==> src/rtl/io_port_ctrl.sv <==
// io_port_ctrl: MCU I/O port block with write-decoded output registers,
// synchronized switch/button inputs, per-button debounce, and a masked
// rising-edge button interrupt with write-1-to-clear acknowledge.
module io_port_ctrl #(
  parameter int unsigned DB_COUNT    = 4,
  parameter logic [7:0]  LEDS_ID     = 8'h40,
  parameter logic [7:0]  SSEG_ID     = 8'h81,
  parameter logic [7:0]  SW_ID       = 8'h20,
  parameter logic [7:0]  BTN_ID      = 8'h24,
  parameter logic [7:0]  INT_ACK_ID  = 8'hF0,
  parameter logic [7:0]  INT_MASK_ID = 8'hF1
) (
  input  logic       CLK,
  input  logic       RESET_N,
  input  logic [7:0] PORT_ID,
  input  logic [7:0] OUT_PORT,
  input  logic       IO_STRB,
  input  logic [7:0] SWITCHES,
  input  logic [3:0] BUTTONS,
  output logic [7:0] IN_PORT,
  output logic [7:0] LEDS,
  output logic [7:0] SSEG_VAL,
  output logic       INTERRUPT
);

  localparam int unsigned   CW      = (DB_COUNT > 2) ? $clog2(DB_COUNT) : 1;
  localparam logic [CW-1:0] CNT_MAX = CW'(DB_COUNT - 1);

  logic [7:0]    sw_s1_q, sw_s2_q;
  logic [3:0]    btn_s1_q, btn_s2_q;

  logic [7:0]    leds_q, leds_d;
  logic [7:0]    sseg_q, sseg_d;
  logic [3:0]    mask_q, mask_d;
  logic [3:0]    pend_q, pend_d;
  logic [3:0]    db_q, db_d;
  logic [3:0]    db_rise;
  logic [CW-1:0] cnt_q [4];
  logic [CW-1:0] cnt_d [4];

  logic          wr_leds, wr_sseg, wr_ack, wr_mask;

  // Two-flop synchronizers for the asynchronous board inputs.
  always_ff @(posedge CLK or negedge RESET_N) begin
    if (!RESET_N) begin
      sw_s1_q  <= '0;
      sw_s2_q  <= '0;
      btn_s1_q <= '0;
      btn_s2_q <= '0;
    end else begin
      sw_s1_q  <= SWITCHES;
      sw_s2_q  <= sw_s1_q;
      btn_s1_q <= BUTTONS;
      btn_s2_q <= btn_s1_q;
    end
  end

  // Write-strobe address decode.
  always_comb begin
    wr_leds = IO_STRB && (PORT_ID == LEDS_ID);
    wr_sseg = IO_STRB && (PORT_ID == SSEG_ID);
    wr_ack  = IO_STRB && (PORT_ID == INT_ACK_ID);
    wr_mask = IO_STRB && (PORT_ID == INT_MASK_ID);
  end

  // Per-button debounce: count consecutive disagreeing cycles, toggle on the
  // DB_COUNT-th one; the toggle is taken when the count already sits at
  // DB_COUNT-1 so that edge itself is the last disagreeing sample.
  always_comb begin
    db_d = db_q;
    for (int unsigned i = 0; i < 4; i++) begin
      cnt_d[i] = '0;
      if (btn_s2_q[i] != db_q[i]) begin
        if (cnt_q[i] == CNT_MAX) begin
          db_d[i]  = ~db_q[i];
          cnt_d[i] = '0;
        end else begin
          cnt_d[i] = cnt_q[i] + 1'b1;
        end
      end
    end
    db_rise = db_d & ~db_q;
  end

  // Next state of the MCU-visible registers; a new rising edge overrides a
  // same-cycle acknowledge of that bit.
  always_comb begin
    leds_d = leds_q;
    sseg_d = sseg_q;
    mask_d = mask_q;
    pend_d = pend_q;
    if (wr_leds) leds_d = OUT_PORT;
    if (wr_sseg) sseg_d = OUT_PORT;
    if (wr_mask) mask_d = OUT_PORT[3:0];
    if (wr_ack)  pend_d = pend_q & ~OUT_PORT[3:0];
    pend_d = pend_d | db_rise;
  end

  // Register state: debounce counters, debounced bits, and port registers.
  always_ff @(posedge CLK or negedge RESET_N) begin
    if (!RESET_N) begin
      leds_q <= '0;
      sseg_q <= '0;
      mask_q <= '1;
      pend_q <= '0;
      db_q   <= '0;
      for (int unsigned i = 0; i < 4; i++) begin
        cnt_q[i] <= '0;
      end
    end else begin
      leds_q <= leds_d;
      sseg_q <= sseg_d;
      mask_q <= mask_d;
      pend_q <= pend_d;
      db_q   <= db_d;
      for (int unsigned i = 0; i < 4; i++) begin
        cnt_q[i] <= cnt_d[i];
      end
    end
  end

  // Side-effect-free read mux.
  always_comb begin
    IN_PORT = '0;
    if (PORT_ID == SW_ID) begin
      IN_PORT = sw_s2_q;
    end else if (PORT_ID == BTN_ID) begin
      IN_PORT = {pend_q, db_q};
    end else if (PORT_ID == INT_MASK_ID) begin
      IN_PORT = {4'h0, mask_q};
    end
  end

  assign LEDS      = leds_q;
  assign SSEG_VAL  = sseg_q;
  assign INTERRUPT = |(pend_q & mask_q);

endmodule

==> config.mk <==
export PLATFORM = sky130hd
export DESIGN_NAME = io_port_ctrl
export DESIGN_NICKNAME = d
export VERILOG_FILES = /design/src/rtl/io_port_ctrl.sv
export SDC_FILE = /design/constraint.sdc
export NUM_CORES = 1
export LEC_CHECK = 0
export BUFFER_PORTS_ARGS = -buffer_cell sky130_fd_sc_hd__buf_2
export CAP_MARGIN = 25
export CELL_PAD_IN_SITES_DETAIL_PLACEMENT = 2
export CELL_PAD_IN_SITES_GLOBAL_PLACEMENT = 2
export CORE_MARGIN = 2
export CORE_UTILIZATION = 30
export CTS_CLUSTER_SIZE = 25
export DETAILED_ROUTE_END_ITERATION = 16
export PLACE_DENSITY_LB_ADDON = 0.1
export SLEW_MARGIN = 15
export SYNTH_ARGS = -nofsm -noshare
export SYNTH_HDL_FRONTEND = slang
export SYNTH_SLANG_ARGS = --single-unit
==> constraint.sdc <==
create_clock -name CLK -period 1.3 [get_ports CLK]
set_input_delay 0.13 -clock CLK [delete_from_list [all_inputs] [get_ports CLK]]
set_output_delay 0.13 -clock CLK [all_outputs]
set_load 0.05 [all_outputs]
## After elaboration in Yosys (flattened, before gate mapping)

Index checks and enable logic that the tools add are counted.

| cells by class | value |
|---|---|
| bitwise operators | 10 |
| reduce and logical (&&, ||, !) cells | 5 |
| equal/unequal tests | 14 |
| add/subtract/negate cells | 4 |
| multiplexer cells | 20 |

Operator list:

| operator | number |
|---|---|
| == test 8 bit (second input constant) | 3 |
| == test 8 x 6 -> 1 bit (second input constant) | 2 |
| two-way mux 2 bit | 8 |
| two-way mux 8 bit | 2 |
| bitwise AND 4 bit | 3 |
| adder 2 x 1 -> 2 bit (second input constant) | 4 |
| == test 2 bit (second input constant) | 4 |
| == test 8 x 7 -> 1 bit (second input constant) | 1 |
| two-way mux 1 bit | 8 |
| two-way mux 4 bit | 2 |
| NOT 4 bit | 2 |
| logical AND 1 bit | 4 |
| != test 1 bit | 4 |
| NOT 1 bit | 4 |
| OR 4 bit | 1 |
| OR reduction 4 bit | 1 |

| storage, ports and cells | value |
|---|---|
| logic and storage cells | 66 |
| input bits | 31 |
| register bits after elaboration | 60 |
| output and inout port bits | 25 |

## Longest topological paths before layout

Gate-level depths: netlist (run 1).

| logic depth | value |
|---|---|
| word-level depth | 5 |
| depth in mapped cells | 5 |
| depth with buffers taken out | 3 |

## Worst setup path after synthesis (run 1)

Ideal clock, no wire load.

| path | value |
|---|---|
| kind | input to output |
| from | input PORT_ID[0] |
| to | output IN_PORT[3] |
| data required time | 1,170 ps |
| path slack | -442 ps |
| path buffers | 1 |
| stages | 4 |
| arrival time | 1,612 ps |
| path through | buf_2 > nor3_1 > nand3_1 > a2bb2oi_1 |

| on the way | value |
|---|---|
| word-level cells in the longest chain between the ends | 4 |
| elaborated cells between the ends (all ways) | 6 |
| classes of those cells | 3 x eq/ne; 3 x mux |

Ends and longest elaborated chain:

| element | RTL line | RTL |
|---|---|---|
| start: declaration | 15 | `input logic [7:0] PORT_ID,` |
| == test 8 bit | 129 | `end else if (PORT_ID == INT_MASK_ID) begin` |
| two-way mux 4 bit | 129 |  |
| two-way mux 8 bit | 127 | `end else if (PORT_ID == BTN_ID) begin` |
| two-way mux 8 bit * | 125 | `if (PORT_ID == SW_ID) begin` |
| end: declaration | 20 | `output logic [7:0] IN_PORT,` |

Every way passes the cells marked *; elsewhere a longest branch is shown, timed or not.

## Final worst setup path (run 1)

| path | value |
|---|---|
| from | register mask_q[3] |
| to | output IN_PORT[3] |

| on the way | value |
|---|---|
| word-level cells in the longest chain between the ends | 3 |

Ends and longest elaborated chain:

| element | RTL line | RTL |
|---|---|---|
| start: declaration | 34 | `logic [3:0] mask_q, mask_d;` |
| start signal: assignment | 113 | `mask_q <= mask_d;` |
| two-way mux 4 bit | 129 |  |
| two-way mux 8 bit | 127 |  |
| two-way mux 8 bit | 125 |  |

No other way between the ends.

==> impl_table.tex, run 1 <==
\begin{tabular}{lr}
\hline
Metric & Value \\
\hline
\multicolumn{2}{l}{\textbf{Clock network}} \\
\quad Clk Latency, worst-skew pair & 0.34 ns \\
\quad CTS Buf Count & 9 \\
\quad CTS clk-pin slew, worst paths & 0.07 ns \\
\quad Number of levels the H-tree was split into & 3 \\
\quad Clock root buffer & sky130\_fd\_sc\_hd\_\_clkbuf\_8 \\
\quad Clock tree from TritonCTS & built \\
\quad Total clock sinks & 60 \\
\quad Maximum root-to-sink buffer count & 2 \\
\multicolumn{2}{l}{\textbf{Placed design}} \\
\quad HPWL after detailed placement & 4.38 mm \\
\quad Port-buffer cells & 55 \\
\quad Dpl cells & 325 \\
\quad Routability-driven placement congestion ratio & 0.748 \\
\multicolumn{2}{l}{\textbf{Floorplanning}} \\
\quad I/O pins & 56 \\
\quad Floorplan row count & 31 \\
\quad Effective utilization at floorplan & 31.3\% \\
\quad Die Y-Extent & 91.5 um \\
\quad Width of the chip & 91.5 um \\
\quad Die area & 8370 um2 \\
\quad Core area & 7330 um2 \\
\multicolumn{2}{l}{\textbf{GRT}} \\
\quad Number of global-route vias before repair & 1968 \\
\quad Pin count of the biggest net entering global routing & 20 \\
\quad GR Overflow Total & 0 \\
\quad Wire length of the first global-routing pass & 10.3 mm \\
\quad Antenna violations before repair & 0 \\
\quad Overall Global Routing Usage & 16.1\% \\
\multicolumn{2}{l}{\textbf{Synthesis}} \\
\quad Flip-flop and latch count after synthesis & 60 \\
\quad Number of cells produced by synthesis & 159 \\
\quad Post-synth cell types & 28 \\
\quad Synth warn & 0 \\
\quad Fraction of the yosys area taken by sequential cells & 65.6\% \\
\quad Number of nets in the synthesized netlist & 194 \\
\quad Average size of a mapped cell & 14.4 um2 \\
\quad Cell area after synthesis & 2300 um2 \\
\multicolumn{2}{l}{\textbf{Timing}} \\
\quad Slew of the pin with the lowest slew margin & 0.435 ns \\
\quad RSZ-0062 raised after global routing & true \\
\quad Clock period minus worst slack & 1.51 ns \\
\quad Clock tree skew after final layout & 0.0104 ns \\
\quad Max\_slew headroom & 71.0\% \\
\quad Maximum clock frequency & 664 MHz \\
\quad Setup tns final & -1.10 ns \\
\quad Hold Vio Cnt, Final & 0 \\
\quad Final number of max-transition violations & 0 \\
\quad Final period utilization & 116\% \\
\quad Final Worst Setup Slack & -0.207 ns \\
\quad Final setup violation count & 9 \\
\multicolumn{2}{l}{\textbf{Detailed routing}} \\
\quad Drc violations & 0 \\
\quad First-pass iteration count of the detailed router & 4 \\
\quad Detailed router's first-iteration violation count & 30 \\
\quad DR vias & 1700 \\
\quad Via density per instance & 4.72 \\
\quad Routed WL & 6.27 mm \\
\quad Average routed wire per standard cell & 17.4 um \\
\quad Antenna violation net count after detailed routing & 0 \\
\multicolumn{2}{l}{\textbf{Worst setup path}} \\
\quad Kind of start point of the critical path & flop \\
\quad Peak fanout along the critical path & 2 \\
\quad Kind of critical path & reg2out \\
\quad Crit path DAT & 1.38 ns \\
\quad Worst Setup End Kind & output port \\
\quad Required time of the critical path & 1.17 ns \\
\multicolumn{2}{l}{\textbf{Hold path}} \\
\quad Class of the tightest hold or removal check & in2reg \\
\multicolumn{2}{l}{\textbf{Pwr}} \\
\quad IR drop worst, VDD & 615 uV \\
\quad Leak & 1.59 nW \\
\quad Power density of the placed cells & 1490 nW/um2 \\
\multicolumn{2}{l}{\textbf{Layout}} \\
\quad Fillers & 732 \\
\quad Signed area change from the synthesized netlist to the final layout & 48.7\% \\
\quad Number of nets at the end of the flow & 292 \\
\quad Layout Cells excl Fill & 360 \\
\quad \# diodes & 0 \\
\quad Fraction of layout instances using a drive strength above 1 & 51.0\% \\
\quad Multi-input combinational cell area & 887 um2 \\
\quad Register Area & 1510 um2 \\
\multicolumn{2}{l}{\textbf{Flow run}} \\
\quad Max cap viols & 0 \\
\multicolumn{2}{l}{\textbf{Run status}} \\
\quad Run status & finished with violations \\
\quad Violated checks & setup timing \\
\hline
\end{tabular}
layout by cell type, fill, tap and decap left out, drive strengths merged:
master,instances
a22oi,2
a2bb2oi,4
a32o,3
and4,1
buf,78
bufinv,2
clkbuf,11
clkinvlp,2
dfrtp,56
dfstp,4
dlygate4sd3,13
ha,4
inv,4
mux2,20
mux2i,4
nand2,6
nand2b,4
nand3,5
nand3b,1
nand4,10
nor2,4
nor2b,5
nor3,6
nor4b,3
o21ai,4
o2bb2ai,1
xnor2,4
cells by family after synthesis:
logic type | Yosys count | synth area share (%)
buf+inv | 8 | 2.07
flops | 60 | 65.6
compound gates | 14 | 4.74
mux | 24 | 11.6
xor+xnor | 4 | 1.53
simple gates | 45 | 12.3
fa+ha+maj | 4 | 2.18
sequential cells by signal, summed over array words and instances (netlist names):
| register | count |
|---|---|
| SSEG_VAL | 8 |
| mask_q | 4 |
| LEDS | 8 |
| sw_s1_q | 8 |
| pend_q | 4 |
| btn_s1_q | 4 |
| cnt_q | 8 |
| sw_s2_q | 8 |
| btn_s2_q | 4 |
| db_q | 4 |
routing by layer:
layer	global-route usage [%]	part of all wire, %	up-vias
li1	-	-	767
met1	18.9	38	878
met2	27.4	56	46
met3	5.73	4.2	9
met4	5.05	1.9	0
met5	0	0	-
repair_timing:
item | in CTS | in global routing
hold buffers | 13 | 0
setup buffers | 2 | 5
hold endpoints to repair | 23 | 0
pin swaps | 9 | 5
setup endpoints to repair | 9 | 9
resized for setup | 23 | 9
report_power, final:
| part | leakage, nW | switching, W | internal (W) |
|---|---|---|---|
| Combinational | 0.762 | 0.000528 | 0.000468 |
| Clock | 0.0956 | 0.000693 | 0.00107 |
| Sequential | 0.736 | 0.000173 | 0.00214 |
| Total | 1.59 | 0.00139 | 0.00368 |
stage by stage:
step                area [um2]  worst slack [ns]  util, %  power, W  hold WS (ns)
CTS                       3330            -0.202     45.4   0.00509        0.0195
detailed placement        2900            -0.175     39.5   0.00317         0.102
global placement          2900            -0.126     39.5   0.00309        0.0931
finish                    3410            -0.207     46.6   0.00507        0.0342
floorplan                 2410           0.00221        -   0.00284        -0.166
global route              3410            -0.281     46.6   0.00539        0.0210
worst max-delay path, stage by stage, from the launching register on:
cell and delay, ns:
sky130_fd_sc_hd__dfstp_2 0.54, sky130_fd_sc_hd__nand4_1 0.15, sky130_fd_sc_hd__a2bb2oi_4 0.20, sky130_fd_sc_hd__buf_8 0.16
cell type report:
class	count	share of cell area, %
inverters	4	0.440
well taps	99	3.63
flip-flops and latches	60	44.1
repair buffers	91	19.8
multi-input cells	91	26.0
clock buffers	11	3.85
clock inverters	4	2.20
cell usage after synthesis:
cell type / n / area share (%)
sky130_fd_sc_hd__a32o_1: 3 / 1.3
sky130_fd_sc_hd__inv_1: 4 / 0.65
sky130_fd_sc_hd__nand3_2: 1 / 0.44
sky130_fd_sc_hd__mux2_2: 20 / 9.8
sky130_fd_sc_hd__mux2i_1: 4 / 1.7
sky130_fd_sc_hd__nand4_1: 9 / 2.5
sky130_fd_sc_hd__nor3_1: 5 / 1.1
sky130_fd_sc_hd__nand3_1: 4 / 0.87
sky130_fd_sc_hd__buf_6: 2 / 0.98
sky130_fd_sc_hd__nor4b_1: 2 / 0.76
sky130_fd_sc_hd__a2bb2oi_1: 4 / 1.5
sky130_fd_sc_hd__buf_2: 2 / 0.44
sky130_fd_sc_hd__a22oi_1: 2 / 0.65
sky130_fd_sc_hd__nor2b_1: 5 / 1.4
sky130_fd_sc_hd__nand2b_1: 4 / 1.1
sky130_fd_sc_hd__ha_1: 4 / 2.2
sky130_fd_sc_hd__and4_1: 1 / 0.38
sky130_fd_sc_hd__o21ai_0: 4 / 0.87
sky130_fd_sc_hd__nand4_2: 1 / 0.54
sky130_fd_sc_hd__dfrtp_1: 56 / 61
sky130_fd_sc_hd__nor2_1: 4 / 0.65
sky130_fd_sc_hd__nor4b_2: 1 / 0.65
sky130_fd_sc_hd__dfstp_2: 4 / 4.6
sky130_fd_sc_hd__xnor2_1: 4 / 1.5
sky130_fd_sc_hd__nand3b_1: 1 / 0.33
sky130_fd_sc_hd__o2bb2ai_1: 1 / 0.38
sky130_fd_sc_hd__nand2_1: 6 / 0.98
sky130_fd_sc_hd__nor3_4: 1 / 0.71
worst paths after layout:
| check | from | to | slack (ns) | cells after the start |
|---|---|---|---|---|
| worst max register to register | cnt_q[2]$_DFF_PN0_ | pend_q[2]$_DFF_PN0_ | 0.26 | 2 |
| worst max-delay path | mask_q[3]$_DFFE_PN1P_ | IN_PORT[3] | -0.21 | 3 |
| min in group asynchronous | RESET_N | cnt_q[2]$_DFF_PN0_ | 0.27 | 2 |
| max in group asynchronous | RESET_N | LEDS[2]$_DFFE_PN0P_ | 0.47 | 3 |
| worst min-delay path | OUT_PORT[4] | SSEG_VAL[4]$_DFFE_PN0P_ | 0.03 | 2 |
| worst min register to register | sw_s1_q[5]$_DFF_PN0_ | sw_s2_q[5]$_DFF_PN0_ | 0.35 | 0 |
Note: power is estimated with default switching activity, not from simulation.
==> run 2, diff against run 1 <==
--- a/config.mk
+++ b/config.mk
@@ -5,7 +5,7 @@
 export SDC_FILE = /design/constraint.sdc
 export NUM_CORES = 1
 export LEC_CHECK = 0
-export BUFFER_PORTS_ARGS = -buffer_cell sky130_fd_sc_hd__buf_2
+export BUFFER_PORTS_ARGS = -buffer_cell sky130_fd_sc_hd__buf_4
 export CAP_MARGIN = 25
 export CELL_PAD_IN_SITES_DETAIL_PLACEMENT = 2
 export CELL_PAD_IN_SITES_GLOBAL_PLACEMENT = 2
==> impl_table.tex, run 2 (synthesized netlist as in run 1, its figures left out) <==
\begin{tabular}{lr}
\hline
Metric & Value \\
\hline
\multicolumn{2}{l}{\textbf{Run status}} \\
\quad Run status & finished with violations \\
\quad Violated checks & setup timing \\
\multicolumn{2}{l}{\textbf{Timing}} \\
\quad Clock tree skew after final layout & 0.00853 ns (-0.00183 ns) \\
\quad Final worst hold slack & 0.0351 ns (+0.000855 ns) \\
\quad Setup tns final & -0.846 ns (+0.253 ns) \\
\quad Final number of max-transition violations & 0 (unchanged) \\
\quad Slew of the pin with the lowest slew margin & 0.368 ns (-0.0666 ns) \\
\quad Clock period minus worst slack & 1.50 ns (-0.00878 ns) \\
\quad Final period utilization & 115\% (-0.68 points) \\
\quad Maximum clock frequency & 667 MHz (+0.59\%) \\
\quad Final Worst Setup Slack & -0.198 ns (+0.00878 ns) \\
\quad Max\_slew headroom & 75.1\% (+4.1 points) \\
\quad Final setup violation count & 7 (-2) \\
\quad Hold Vio Cnt, Final & 0 (unchanged) \\
\quad RSZ-0062 raised after global routing & true \\
\multicolumn{2}{l}{\textbf{Clock network}} \\
\quad CTS Buf Count & 9 (unchanged) \\
\quad Total clock sinks & 60 (unchanged) \\
\quad Maximum root-to-sink buffer count & 2 (unchanged) \\
\quad Clock tree from TritonCTS & built \\
\quad CTS clk-pin slew, worst paths & 0.07 ns (about the same) \\
\quad Clk Latency, worst-skew pair & 0.33 ns (about the same) \\
\quad Number of levels the H-tree was split into & 3 (unchanged) \\
\quad Clock root buffer & sky130\_fd\_sc\_hd\_\_clkbuf\_8 \\
\multicolumn{2}{l}{\textbf{GRT}} \\
\quad GR Overflow Total & 0 (unchanged) \\
\quad Antenna violations before repair & 0 (unchanged) \\
\quad Pin count of the biggest net entering global routing & 30 (+50\%) \\
\quad Wire length of the first global-routing pass & 10.2 mm (-0.27\%) \\
\quad Number of global-route vias before repair & 1953 (-0.76\%) \\
\quad Overall Global Routing Usage & 16.1\% (+0.027 points) \\
\multicolumn{2}{l}{\textbf{Worst setup path}} \\
\quad CP startpoint & mask\_q[3]\$\_DFFE\_PN1P\_ \\
\quad Crit Reg-Reg Startpoint & cnt\_q[2]\$\_DFF\_PN0\_ \\
\quad Cell depth of the worst flop-to-flop path & 2 (unchanged) \\
\quad Kind of start point of the critical path & flop \\
\quad Termination of the worst setup path & IN\_PORT[3] \\
\quad Highest cell delay on the worst timing path & 0.54 ns (about the same) \\
\quad Peak fanout along the critical path & 2 (unchanged) \\
\quad Crit path DAT & 1.37 ns (about the same) \\
\quad End of the worst register-to-register path & pend\_q[2]\$\_DFF\_PN0\_ \\
\quad Worst Setup End Kind & output port \\
\quad Cells along the critical path & nand4\_1 -> a2bb2oi\_4 -> buf\_6 \\
\quad FF-to-FF setup slack & 0.27 ns (about the same) \\
\quad Kind of critical path & reg2out \\
\quad Critical Path Slowest Stage Cell & sky130\_fd\_sc\_hd\_\_dfstp\_2 \\
\quad Required time of the critical path & 1.17 ns (about the same) \\
\multicolumn{2}{l}{\textbf{Detailed routing}} \\
\quad Drc violations & 0 (unchanged) \\
\quad Via density per instance & 4.54 (-3.9\%) \\
\quad Routed WL & 6.13 mm (-2.3\%) \\
\quad Antenna violation net count after detailed routing & 0 (unchanged) \\
\quad Average routed wire per standard cell & 16.8 um (-3.6\%) \\
\quad Detailed router's first-iteration violation count & 33 (+10\%) \\
\quad First-pass iteration count of the detailed router & 4 (unchanged) \\
\quad DR vias & 1657 (-2.5\%) \\
\multicolumn{2}{l}{\textbf{Layout}} \\
\quad Multi-input combinational cell area & 888 um2 (+0.14\%) \\
\quad Fillers & 695 (-5.1\%) \\
\quad Register Area & 1510 um2 (unchanged) \\
\quad Fraction of layout instances using a drive strength above 1 & 52.6\% (+1.7 points) \\
\quad \# diodes & 0 (unchanged) \\
\quad Most used cells in the layout excluding fill and tap cells & 70 x sky130\_fd\_sc\_hd\_\_buf\_4, 56 x sky130\_fd\_sc\_hd\_\_dfrtp\_1, 20 x sky130\_fd\_sc\_hd\_\_mux2\_2, 13 x sky130\_fd\_sc\_hd\_\_dlygate4sd3\_1 \\
\quad Most frequent standard cell in the layout excluding fill and tap cells & sky130\_fd\_sc\_hd\_\_buf\_4 \\
\quad Number of nets at the end of the flow & 296 (+1.4\%) \\
\quad Signed area change from the synthesized netlist to the final layout & 52.8\% \\
\multicolumn{2}{l}{\textbf{Pwr}} \\
\quad Leak & 1.64 nW (+2.9\%) \\
\quad IR drop worst, VDD & 491 uV (-20\%) \\
\quad Power density of the placed cells & 1400 nW/um2 (-6.1\%) \\
\quad Power, Total & 0.00489 W (-3.6\%) \\
\multicolumn{2}{l}{\textbf{Placed design}} \\
\quad Port-buffer cells & 55 (unchanged) \\
\quad HPWL after detailed placement & 4.50 mm (+2.7\%) \\
\quad Routability-driven placement congestion ratio & 0.733 (-1.9\%) \\
\multicolumn{2}{l}{\textbf{Floorplanning}} \\
\quad Core area & 7330 um2 (unchanged) \\
\quad Width of the chip & 91.5 um (unchanged) \\
\quad I/O pins & 56 (unchanged) \\
\quad Floorplan row count & 31 (unchanged) \\
\quad Die area & 8370 um2 (unchanged) \\
\quad Effective utilization at floorplan & 31.3\% (unchanged) \\
\quad Die Y-Extent & 91.5 um (unchanged) \\
\multicolumn{2}{l}{\textbf{Flow run}} \\
\quad Max cap viols & 0 (unchanged) \\
\multicolumn{2}{l}{\textbf{Hold path}} \\
\quad Worst hold stages & 2 (unchanged) \\
\quad Class of the tightest hold or removal check & in2reg \\
\hline
\end{tabular}
==> run 2: power by group <==
| group | internal [W] | total (W) | switching, W |
|---|---|---|---|
| Sequential | 0.00214 | 0.00234 | 0.000195 |
| Combinational | 0.000530 | 0.00102 | 0.000493 |
| Clock | 0.000843 | 0.00153 | 0.000688 |
==> run 2: layout make-up <==
type                    count  area share (%)
clock inverters             2           0.285
inverters                   4           0.428
repair buffers             95            22.5
well taps                  99            3.53
multi-input cells          91            25.3
clock buffers              14            4.92
flip-flops and latches     60            43.0
==> run 2: critical path, delay by kind of cell, from the launching register on <==
| kind | cells | cell delay [ns] |
|---|---|---|
| buf+inv | 1 | 0.17 |
| compound gates | 1 | 0.19 |
| simple gates | 1 | 0.15 |
| flops | 1 | 0.54 |
==> run 2: layer usage <==
layer | vias to the layer above | part of all wire [%] | global-route usage, %
li1 | 776 | - | -
met1 | 838 | 41 | 18.8
met2 | 33 | 54 | 27.9
met3 | 10 | 4.5 | 5.23
met4 | 0 | 1.4 | 5.30
met5 | - | 0 | 0
==> run 2: per-stage QoR <==
stage               instance area (um2)  setup slack [ns]  utilization, %  cells
floorplan                          2410           0.00221               -    159
global placement                   3030           -0.0900            41.3    324
detailed placement                 3030            -0.132            41.3    324
CTS                                3460            -0.226            47.2    360
global route                       3510            -0.289            47.8    365
finish                             3510            -0.198            47.8    365
==> run 2: worst min-delay path by stage <==
stage	start	to
2_1_floorplan	RESET_N	LEDS[0]$_DFFE_PN0P_
3_3_place_gp	RESET_N	cnt_q[2]$_DFF_PN0_
3_5_place_dp	RESET_N	cnt_q[3]$_DFF_PN0_
4_1_cts	OUT_PORT[4]	SSEG_VAL[4]$_DFFE_PN0P_
5_1_grt	OUT_PORT[4]	SSEG_VAL[4]$_DFFE_PN0P_
6_report	OUT_PORT[4]	SSEG_VAL[4]$_DFFE_PN0P_
==> run 2: what timing repair did <==
action / CTS / global route
hold buffers: 13 / 0
pin swaps: 13 / 2
endpoints found under the setup margin: 9 / 9
endpoints found under the hold margin: 34 / 0
gates resized for setup: 17 / 2
setup buffers: 7 / 6
==> run 3, diff against run 2 <==
==> constraint.sdc (replaced) <==
create_clock -name CLK -period 1.3 [get_ports CLK]
set_input_delay 0.26 -clock CLK [delete_from_list [all_inputs] [get_ports CLK]]
set_output_delay 0.26 -clock CLK [all_outputs]
set_load 0.05 [all_outputs]
==> impl_table.tex, run 3 (synthesized netlist as in run 1, its figures left out) <==
\begin{tabular}{lr}
\hline
Metric & Value \\
\hline
\multicolumn{2}{l}{\textbf{Pwr}} \\
\quad Power density of the placed cells & 1500 nW/um2 (+7.7\%) \\
\quad IR drop worst, VDD & 574 uV (+17\%) \\
\quad Leak & 1.60 nW (-2.7\%) \\
\multicolumn{2}{l}{\textbf{Floorplanning}} \\
\quad Floorplan row count & 31 (unchanged) \\
\quad Core area & 7330 um2 (unchanged) \\
\quad Width of the chip & 91.5 um (unchanged) \\
\quad Die Y-Extent & 91.5 um (unchanged) \\
\quad Effective utilization at floorplan & 31.3\% (unchanged) \\
\quad Die area & 8370 um2 (unchanged) \\
\quad I/O pins & 56 (unchanged) \\
\multicolumn{2}{l}{\textbf{Timing}} \\
\quad Final Worst Setup Slack & -0.328 ns (-0.130 ns) \\
\quad Hold Vio Cnt, Final & 0 (unchanged) \\
\quad Final number of max-transition violations & 0 (unchanged) \\
\quad Final worst hold slack & 0.0264 ns (-0.00866 ns) \\
\quad Final setup violation count & 9 (+2) \\
\quad Slew of the pin with the lowest slew margin & 0.512 ns (+0.144 ns) \\
\quad Max\_slew headroom & 65.9\% (-9.2 points) \\
\quad Final period utilization & 125\% (+10 points) \\
\quad Clock tree skew after final layout & 0.00640 ns (-0.00213 ns) \\
\quad Clock period minus worst slack & 1.63 ns (+0.130 ns) \\
\quad RSZ-0062 raised after global routing & true \\
\quad Maximum clock frequency & 614 MHz (-8.0\%) \\
\multicolumn{2}{l}{\textbf{Worst setup path}} \\
\quad Cells along the critical path & buf\_4 -> nor4b\_4 -> nand3b\_1 -> buf\_4 -> a2bb2oi\_4 -> buf\_6 \\
\quad Required time of the critical path & 1.04 ns (-0.13 ns) \\
\quad Kind of start point of the critical path & primary input \\
\quad Highest cell delay on the worst timing path & 0.33 ns (-0.21 ns) \\
\quad Peak fanout along the critical path & 4 (+2) \\
\quad Critical Path Slowest Stage Cell & sky130\_fd\_sc\_hd\_\_nor4b\_4 \\
\quad Most prevalent standard cell on the critical path & sky130\_fd\_sc\_hd\_\_buf\_4 \\
\quad FF-to-FF setup slack & 0.27 ns (about the same) \\
\quad Worst Setup End Kind & output port \\
\quad Kind of critical path & in2out \\
\quad Crit path DAT & 1.37 ns (about the same) \\
\multicolumn{2}{l}{\textbf{Clock network}} \\
\quad Clk Latency, worst-skew pair & 0.34 ns (about the same) \\
\quad Total clock sinks & 60 (unchanged) \\
\quad CTS clk-pin slew, worst paths & 0.06 ns (about the same) \\
\quad Number of levels the H-tree was split into & 3 (unchanged) \\
\quad Clock root buffer & sky130\_fd\_sc\_hd\_\_clkbuf\_8 \\
\quad CTS Buf Count & 9 (unchanged) \\
\quad Clock tree from TritonCTS & built \\
\quad Maximum root-to-sink buffer count & 2 (unchanged) \\
\multicolumn{2}{l}{\textbf{Placed design}} \\
\quad Port-buffer cells & 55 (unchanged) \\
\quad HPWL after detailed placement & 4.64 mm (+3.0\%) \\
\quad Routability-driven placement congestion ratio & 0.739 (+0.85\%) \\
\multicolumn{2}{l}{\textbf{Detailed routing}} \\
\quad Average routed wire per standard cell & 18.0 um (+7.1\%) \\
\quad Detailed router's first-iteration violation count & 56 (+70\%) \\
\quad Via density per instance & 4.63 (+2.0\%) \\
\quad Met2 Routed Length & 3.45 mm (+5.1\%) \\
\quad DR vias & 1612 (-2.7\%) \\
\quad Drc violations & 0 (unchanged) \\
\quad Detailed-routing wirelength on met1 & 2.44 mm (-1.9\%) \\
\quad Antenna violation net count after detailed routing & 0 (unchanged) \\
\quad DR top layer & met4 \\
\quad Routed WL & 6.26 mm (+2.1\%) \\
\quad Metal3 WL & 278 um (+1.8\%) \\
\quad First-pass iteration count of the detailed router & 2 (-2) \\
\multicolumn{2}{l}{\textbf{GRT}} \\
\quad Antenna violations before repair & 0 (unchanged) \\
\quad GR Overflow Total & 0 (unchanged) \\
\quad Number of global-route vias before repair & 1953 (unchanged) \\
\quad Pin count of the biggest net entering global routing & 36 (+20\%) \\
\quad Wire length of the first global-routing pass & 10.4 mm (+1.6\%) \\
\quad Overall Global Routing Usage & 16.3\% (+0.21 points) \\
\multicolumn{2}{l}{\textbf{Layout}} \\
\quad Final core area utilization & 46.7\% (-1.2 points) \\
\quad Number of nets at the end of the flow & 279 (-5.7\%) \\
\quad Fraction of layout instances using a drive strength above 1 & 53.8\% (+1.2 points) \\
\quad \# diodes & 0 (unchanged) \\
\quad Fillers & 717 (+3.2\%) \\
\quad Most frequent standard cell in the layout excluding fill and tap cells & sky130\_fd\_sc\_hd\_\_buf\_4 \\
\quad Most used cells in the layout excluding fill and tap cells & 64 x sky130\_fd\_sc\_hd\_\_buf\_4, 56 x sky130\_fd\_sc\_hd\_\_dfrtp\_1, 20 x sky130\_fd\_sc\_hd\_\_mux2\_2, 10 x sky130\_fd\_sc\_hd\_\_clkbuf\_8, 9 x sky130\_fd\_sc\_hd\_\_nand4\_1 \\
\quad Register Area & 1510 um2 (unchanged) \\
\quad Multi-input combinational cell area & 895 um2 (+0.70\%) \\
\quad Signed area change from the synthesized netlist to the final layout & 49.0\% \\
\multicolumn{2}{l}{\textbf{Hold path}} \\
\quad Class of the tightest hold or removal check & in2reg \\
\multicolumn{2}{l}{\textbf{Run status}} \\
\quad Run status & finished with violations \\
\quad Violated checks & setup timing \\
\multicolumn{2}{l}{\textbf{Flow run}} \\
\quad Max cap viols & 0 (unchanged) \\
\hline
\end{tabular}
[run 3: layout make-up]
type / instances / area share (%)
timing repair buffer: 78 / 19.4
multi-input combinational: 91 / 26.1
inverter: 4 / 0.439
sequential: 60 / 44.0
clock buffer: 12 / 4.24
tap: 99 / 3.62
clock inverter: 4 / 2.12
[run 3: worst paths after layout]
kind                                    endpoint  cells after the start             startpoint
min reg2reg                btn_s2_q[1]$_DFF_PN0_                      0  btn_s1_q[1]$_DFF_PN0_
min in group asynchronous    pend_q[2]$_DFF_PN0_                      2                RESET_N
max in group asynchronous   sw_s1_q[1]$_DFF_PN0_                      3                RESET_N
max reg2reg                  pend_q[2]$_DFF_PN0_                      2     cnt_q[2]$_DFF_PN0_
min                         sw_s1_q[4]$_DFF_PN0_                      1            SWITCHES[4]
max                                   IN_PORT[0]                      6             PORT_ID[7]
[run 3: critical path, delay by kind of cell]
family	cells	cell delay, ns
AO/OA/AOI/OAI	1	0.17
buffers and inverters	3	0.47
AND/OR/NAND/NOR	2	0.46
[run 3: metal layers]
metal / track usage, % / up-vias
met1: 17.6 / 827
li1: - / 743
met3: 5.64 / 8
met4: 5.93 / 0
met2: 29.4 / 34
met5: 0 / -
[run 3: repair_timing]
| item | 4_1_cts | 5_1_grt |
|---|---|---|
| hold endpoints to repair | 29 | 1 |
| setup endpoints to repair | 9 | 17 |
| pin swaps | 8 | 3 |
| hold buffers | 1 | 1 |
| gates resized for setup | 6 | 13 |
| setup buffers | 0 | 2 |
[run 3: where the power goes]
part	internal, W	leakage (nW)	switching [W]
Clock	0.00113	0.107	0.000709
Combinational	0.000479	0.752	0.000510
Sequential	0.00214	0.736	0.000172
[run 3: through the flow]
stage | std cells | setup slack (ns) | setup TNS, ns | area, um2 | power (W)
3_5_place_dp | 328 | -0.319 | -7.92 | 3090 | 0.00329
4_1_cts | 345 | -0.354 | -2.98 | 3340 | 0.00522
2_1_floorplan | 159 | -0.258 | -1.38 | 2420 | 0.00284
5_1_grt | 348 | -0.371 | -2.90 | 3420 | 0.00546
3_3_place_gp | 328 | -0.289 | -6.74 | 3090 | 0.00321
6_report | 348 | -0.328 | -2.48 | 3420 | 0.00514
